**src/rtl/divisor_8bits.sv**
```systemverilog
// Sequential 8-bit unsigned restoring divider, one quotient bit per cycle.
// Divide-by-zero skips CALC and reports Q=FF, R=A with div_zero set.
module divisor_8bits (
    input  logic       clk,
    input  logic       rst_n,
    input  logic       inicio,
    input  logic [7:0] A,
    input  logic [7:0] B,
    output logic [7:0] Q,
    output logic [7:0] R,
    output logic       ocupado,
    output logic       pronto,
    output logic       div_zero
);

    typedef enum logic [1:0] {
        IDLE,
        CALC,
        DONE
    } state_t;

    state_t     state;
    state_t     state_nxt;
    logic [7:0] dvd;
    logic [7:0] dvs;
    logic [7:0] rem;
    logic [2:0] cnt;
    logic [8:0] trial;
    logic [8:0] rem_nxt;
    logic [7:0] quo_nxt;
    logic       fits;

    // dvd shifts the dividend out at the top and the quotient in at the bottom
    always_comb begin
        trial   = {rem, dvd[7]};
        fits    = trial >= {1'b0, dvs};
        rem_nxt = fits ? trial - {1'b0, dvs} : trial;
        quo_nxt = {dvd[6:0], fits};
    end

    always_comb begin
        state_nxt = state;
        unique case (state)
            IDLE: begin
                if (inicio) begin
                    state_nxt = (B == 8'd0) ? DONE : CALC;
                end
            end
            CALC: begin
                if (cnt == 3'd7) begin
                    state_nxt = DONE;
                end
            end
            DONE: state_nxt = IDLE;
            default: state_nxt = IDLE;
        endcase
    end

    always_ff @(posedge clk or negedge rst_n) begin
        if (!rst_n) begin
            state <= IDLE;
        end else begin
            state <= state_nxt;
        end
    end

    always_ff @(posedge clk or negedge rst_n) begin
        if (!rst_n) begin
            dvd      <= 8'd0;
            dvs      <= 8'd0;
            rem      <= 8'd0;
            cnt      <= 3'd0;
            Q        <= 8'd0;
            R        <= 8'd0;
            div_zero <= 1'b0;
        end else begin
            unique case (state)
                IDLE: begin
                    if (inicio && B != 8'd0) begin
                        dvd <= A;
                        dvs <= B;
                        rem <= 8'd0;
                        cnt <= 3'd0;
                    end else if (inicio) begin
                        Q        <= 8'hFF;
                        R        <= A;
                        div_zero <= 1'b1;
                    end
                end
                CALC: begin
                    dvd <= quo_nxt;
                    rem <= rem_nxt[7:0];
                    cnt <= cnt + 3'd1;
                    if (cnt == 3'd7) begin
                        Q        <= quo_nxt;
                        R        <= rem_nxt[7:0];
                        div_zero <= 1'b0;
                    end
                end
                default: ;
            endcase
        end
    end

    assign ocupado = (state == CALC);
    assign pronto  = (state == DONE);

endmodule
```
**config.mk**
```make
export PLATFORM = sky130hd
export DESIGN_NAME = divisor_8bits
export DESIGN_NICKNAME = d
export VERILOG_FILES = /design/src/rtl/divisor_8bits.sv
export SDC_FILE = /design/constraint.sdc
export NUM_CORES = 1
export LEC_CHECK = 0
export ABC_AREA = 1
export CAP_MARGIN = 20
export CORE_UTILIZATION = 59
export CTS_CLUSTER_DIAMETER = 30
export DETAILED_ROUTE_END_ITERATION = 10
export GPL_ROUTABILITY_DRIVEN = 0
export PLACE_DENSITY_LB_ADDON = 0.05
export SETUP_SLACK_MARGIN = 0.5
export SYNTH_ARGS = -nofsm -noshare
export SYNTH_HDL_FRONTEND = slang
export SYNTH_SLANG_ARGS = --single-unit
```
**constraint.sdc**
```tcl
create_clock -name clk -period 3.3 [get_ports clk]
set_input_delay 0.33 -clock clk [delete_from_list [all_inputs] [get_ports clk]]
set_output_delay 0.33 -clock clk [all_outputs]
set_load 0.01 [all_outputs]
```
### After elaboration in Yosys (flattened, before gate mapping)

Cells that the tools add are included.

* flip-flop bits (word level): 46
* logic and storage cells: 50
* output and inout port bits: 19
* input port bits: 19

* add/sub/neg operators: 2
* reductions and logical operators: 9
* magnitude comparators: 1
* mux-type cells: 23
* equality and inequality tests: 7

Operator list (count)
* 8-bit 2-to-1 mux: 9
* 8-bit case mux with 2 select lines: 4
* 9-bit by 8-bit greater-or-equal comparator with 1-bit output: 1
* 8-bit zero test: 1
* 8-bit nonzero test: 1
* 8-bit subtractor: 1
* 2-bit 2-to-1 mux: 3
* 2-bit inequality test (second input constant): 3
* 3-bit case mux with 2 select lines: 1
* 2-bit AND reduction: 3
* 2-bit case mux with 2 select lines: 1
* 4-bit AND reduction: 1
* 3-bit by 1-bit adder with 3-bit output (second input constant): 1
* 3-bit equality test (second input constant): 1
* 1-bit 2-to-1 mux: 3
* 3-bit 2-to-1 mux: 1
* 2-bit by 1-bit equality test with 1-bit output (second input constant): 1
* 2-bit equality test (second input constant): 1
* 2-bit zero test: 1
* 2-bit by 1-bit inequality test with 1-bit output (second input constant): 1
* 1-bit case mux with 2 select lines: 1
* 2-bit nonzero test: 1
* 1-bit logical AND: 1

### Longest topological paths before layout

* word-level depth: 4
* gate-level depth with buffers: 13
* gate-level depth less buffers: 13

### Worst setup path before layout

No wires, ideal clock.

* path type: register -> register
* start: register rem[3]
* end: register R[7]
* path slack: 1.654 ns
* data required time: 3.187 ns
* clock period less this slack: 1.646 ns
* library setup time: 0.113 ns
* arrival: 1.533 ns
* path buffers: 0
* stages on the path, launching flop included: 11
* path through: dfrtp_1 ha_1 nand2_1 nor2_1 nand2_1 nand3_2 nand3_1 nand4_1 nand3_1 nand2_1 inv_1

* cells in the longest elaborated chain, start to end: 4
* elaborated cells between the ends (all ways): 5
* classes of those cells: 1 x add/sub; 1 x order compare; 3 x mux

RTL lines
* start: declaration: RTL line 26 `logic [7:0] rem;`
* start signal: assignment: RTL line 92 `rem <= rem_nxt[7:0];`
* 8-bit subtractor / 9-bit by 8-bit greater-or-equal comparator with 1-bit output (equally long branches): RTL line 37, 36
* 8-bit 2-to-1 mux *: RTL line 37 `rem_nxt = fits ? trial - {1'b0, dvs} : trial;`
* 8-bit 2-to-1 mux *: RTL line 94 `if (cnt == 3'd7) begin`
* 8-bit case mux with 2 select lines *: RTL line 77 `unique case (state)`
* end signal: assignment: RTL line 96 `R <= rem_nxt[7:0];`
* end: declaration: RTL line 10 `output logic [7:0] R,`

Every way passes the cells marked *; elsewhere a longest branch is shown, timed or not. The select of a mux whose other input is x is not followed.
A chain may end at the register's enable or synchronous reset.

### Worst setup path in the final report

* start: register state[1]
* end: output ocupado

* cells in the longest elaborated chain, start to end: 1

RTL lines
* start: declaration: RTL line 22 `state_t state;`
* start signal: assignment: RTL line 63 `state <= state_nxt;`
* 2-bit by 1-bit equality test with 1-bit output: RTL line 105 `assign ocupado = (state == CALC);`
* end: declaration: RTL line 11 `output logic ocupado,`

No other way between the ends.

==> results.md <==
Outcome:
- The run finished with clean final reports.

Clock network:
- The post-CTS repair timing setup buffer count is 0.
- The number of buffers on the longest clock path is 2.
- The H-tree was split into 2 levels.
- The root buffer selected by CTS is clkbuf_8.
- After clock tree synthesis, the clock-pin slew on the worst setup and hold paths is 0.08 ns.
- In this run, CTS created clock tree buffers numbering 5.
- The latest clock arrival within the worst-skew pair is 0.30 ns.
- TritonCTS built the clock tree.
- The number of sinks driven by the clock tree is 46.

STA:
- The transition time of the tightest slew-check pin is 0.398 ns.
- The maximum achievable frequency is 0.434 GHz.
- The tightest hold margin is 0.373 ns.
- The max-slew violation count came to 0.
- The time the worst path needs with I/O delays and setup is 2.30 ns.
- The share of the clock period used by the worst path after layout is 69.8%.
- Setup violations remaining at the end of the flow were counted as 0.
- Setup repair after global routing left no endpoint under its margin.
- Between clock sinks in the finished design, the worst skew comes to 0.0120 ns.
- The final count of hold timing violations came to 0.
- The total negative slack for setup checks is 0 ns.
- The normalized max-slew margin is 73.4%.

Floorplanning:
- In this run the standard cell core region covers 4140 um2.
- The die boundary height is 68.8 um.
- From left edge to right edge, the die measures 68.8 um.
- The standard-cell row count is 23.
- The starting density of the core is 63.6%.
- Pin placement for this block handled 38 I/O pins.
- The die footprint is 4740 um2.

Final layout:
- Cells fill 75.7% of the core in the end.
- The area growth from synthesis to layout is 19.0%.
- The number of antenna diodes in the final layout is 0.
- The count of placed standard cells in the final layout, fillers left out is 432.
- The area taken by multi-input logic gates is 1180 um2.
- The area taken by flip-flops and latches is 1150 um2.
- In the final design database the tool counted 411 nets.
- The fraction of layout instances using a drive strength above 1 is 7.07%.
- The count of fill cells added during filler insertion is 304.

Run:
- Across the run, the number of max-cap violations was 0.

Pwr:
- For this design the static power due to leakage is 1.64 nW.
- Power comes to 3.52 mW.
- VDD sags by at most 779 uV.
- Dividing total power by cell area gives a power density of 1120 nW/um2.

Critical path:
- The endpoint kind of the worst setup timing path is an output pin.
- The type of the worst setup path is reg -> out.
- The critical path goes through inv_1, nand2_2, inv_4, clkdlybuf4s50_1.
- For this design, the slowest cell found on the critical path is clkdlybuf4s50_1.
- The worst path arrival time is 1.97 ns.
- The worst setup path is launched from a flop.
- The worst endpoint required time is 2.97 ns.
- In this run the worst path has a maximum fanout of 30.
- The largest single stage delay on the critical path is 0.60 ns.

Route:
- Using the TritonRoute via totals, the vias-per-cell ratio works out to 5.29.
- The first-pass iteration count of the detailed router is 5.
- The total wire length is 5820 um.
- The total vias in the final route is 2287.
- The detailed router finished its first iteration with 154 violations.
- For this run, design rule violations remaining after detail routing come to 0.
- The count of nets left with antenna violations after detail routing is 0.
- The mean routed wirelength per cell is 13.5 um.

Logic synthesis:
- The synthesized cell area is 2640 um2.
- The netlist uses 28 different library cells.
- When the netlist entered floorplanning its net count stood at 375.
- During synthesis, Yosys emitted a total of 0 warnings.
- The average instance area after synthesis is 7.64 um2.
- The number of standard cells after synthesis is 345.
- The share of synthesized area occupied by flip-flops and latches is 43.7%.
- In this run, synthesis produced a sequential element count of 46.

Global route:
- The number of antenna violations at the first check in global routing is 0.
- The number of global-route vias before repair was 2059.
- The first-pass GRT wire length is 9540 um.
- The maximum number of pins on one net before global-route repair is 47.
- The all-layer global routing usage is 27.9%.
- Global routing finished with a remaining overflow of 0.

Placement:
- The total placed cells including tap cells is 422.
- The count of input and output buffers is 37.
- Detailed placement ended at an HPWL of 4330 um.

Worst hold path:
- The tightest min-delay check is of the in -> async type.
[cells by family (layout without fill, tap and decap cells)]
group,count (synthesis),after routing,synth area share (%)
buffers and inverters,74,111,11.7
DFF,46,46,43.7
and+or+nand+nor,169,169,29.6
AOI/OAI and AO/OA,42,42,8.59
xor gates and xnor gates,3,3,0.997
adders and majority gates,11,11,5.51
[through the flow]
| step | area [um2] | setup slack, ns |
|---|---|---|
| after global placement | 3000 | 1.27 |
| after detailed placement | 3000 | 1.18 |
| after CTS | 3110 | 0.986 |
| after global routing | 3140 | 0.879 |
| after floorplan | 2640 | 1.65 |
| final | 3140 | 0.997 |
[area by class of cell]
type / count / share of cell area (%)
Inverter: 64 / 7.74
Clock buffer: 5 / 2.19
Sequential cell: 46 / 36.7
Clock inverter: 3 / 1.28
Tap cell: 50 / 1.99
Timing Repair Buffer: 39 / 12.6
Multi-Input combinational cell: 225 / 37.5
[cells in the mapped netlist]
cell type / number / area share [%]
nand3_1: 32 / 6.1
nand2_4: 1 / 0.43
buf_2: 4 / 0.76
xor2_1: 1 / 0.33
inv_2: 2 / 0.28
a21oi_1: 6 / 1.1
o21ai_0: 26 / 4.9
or2_2: 4 / 0.95
or2_1: 4 / 0.95
nor2_2: 1 / 0.24
ha_1: 10 / 4.7
nand3_2: 1 / 0.38
nand4_1: 12 / 2.8
nand2_2: 3 / 0.71
xnor2_1: 2 / 0.66
nor2_4: 3 / 1.3
fa_1: 1 / 0.76
dfrtp_1: 46 / 44
nor2_1: 27 / 3.8
o211ai_1: 2 / 0.57
inv_1: 61 / 8.7
buf_6: 3 / 1.3
clkbuf_1: 3 / 0.43
a31oi_1: 7 / 1.7
inv_4: 1 / 0.24
nand2_1: 80 / 11
o21bai_1: 1 / 0.28
nand4_2: 1 / 0.47
[path summary, 6_finish.rpt]
check,depth (start not counted),from,slack (ns),endpoint
setup reg to reg,9,state[0]$_DFFE_PN0P_,1.28,R[2]$_DFFE_PN0P_
max in group asynchronous,3,rst_n,2.48,dvs[0]$_DFFE_PN0P_
hold reg to reg,2,cnt[2]$_DFFE_PN0P_,0.49,cnt[2]$_DFFE_PN0P_
min in group clk,2,cnt[2]$_DFFE_PN0P_,0.49,cnt[2]$_DFFE_PN0P_
setup / recovery,4,state[1]$_DFFE_PN0P_,1.0,ocupado
hold / removal,2,rst_n,0.37,dvs[4]$_DFFE_PN0P_
[placed cells by master, fill, tap and decap left out]
cell type,instances
nand3_1,32
clkinv_2,2
nand4_1,12
nand2_4,1
or2_2,4
buf_2,1
clkbuf_8,5
dfrtp_1,46
o21ai_0,26
nand4_2,1
a31oi_1,7
a21oi_1,6
nand3_2,1
ha_1,10
xor2_1,1
nand2_2,3
nor2_1,27
fa_1,1
o211ai_1,2
o21bai_1,1
dlygate4sd3_1,1
nor2_2,1
or2_1,4
nor2_4,3
inv_4,1
clkdlybuf4s50_1,36
nand2_1,80
xnor2_1,2
bufinv_16,1
inv_1,61
buf_12,1
inv_2,2
[worst max-delay path: cells and delay by family (launching register included)]
| family | cells | cell delay (ns) |
|---|---|---|
| flops | 1 | 0.38 |
| buf+inv | 3 | 1.04 |
| simple gates | 1 | 0.24 |
[flip-flops by register name, indices dropped and copies added, names as in the netlist]
name and count:
R 8, cnt 3, div_zero 1, dvs 8, dvd 8, state 2
rem 8, Q 8
[layer usage]
metal | wire [um] | global-route usage, % | vias to the layer above
li1 | - | - | 1170
met1 | 2750 | 37.8 | 1028
met2 | 2700 | 45.0 | 79
met3 | 272 | 5.59 | 10
met4 | 98 | 8.42 | 0
met5 | 0 | 0 | -
[power breakdown]
| group | internal (mW) | switching [mW] |
|---|---|---|
| Clock | 0.223 | 0.191 |
| Combinational | 0.807 | 1.32 |
| Sequential | 0.830 | 0.149 |
[what timing repair did]
item | CTS | global route
hold buffers | 0 | 1
gates resized for setup | 0 | 0
hold endpoints to repair | 0 | 4
No activity file was read; power rests on OpenSTA's default activity.
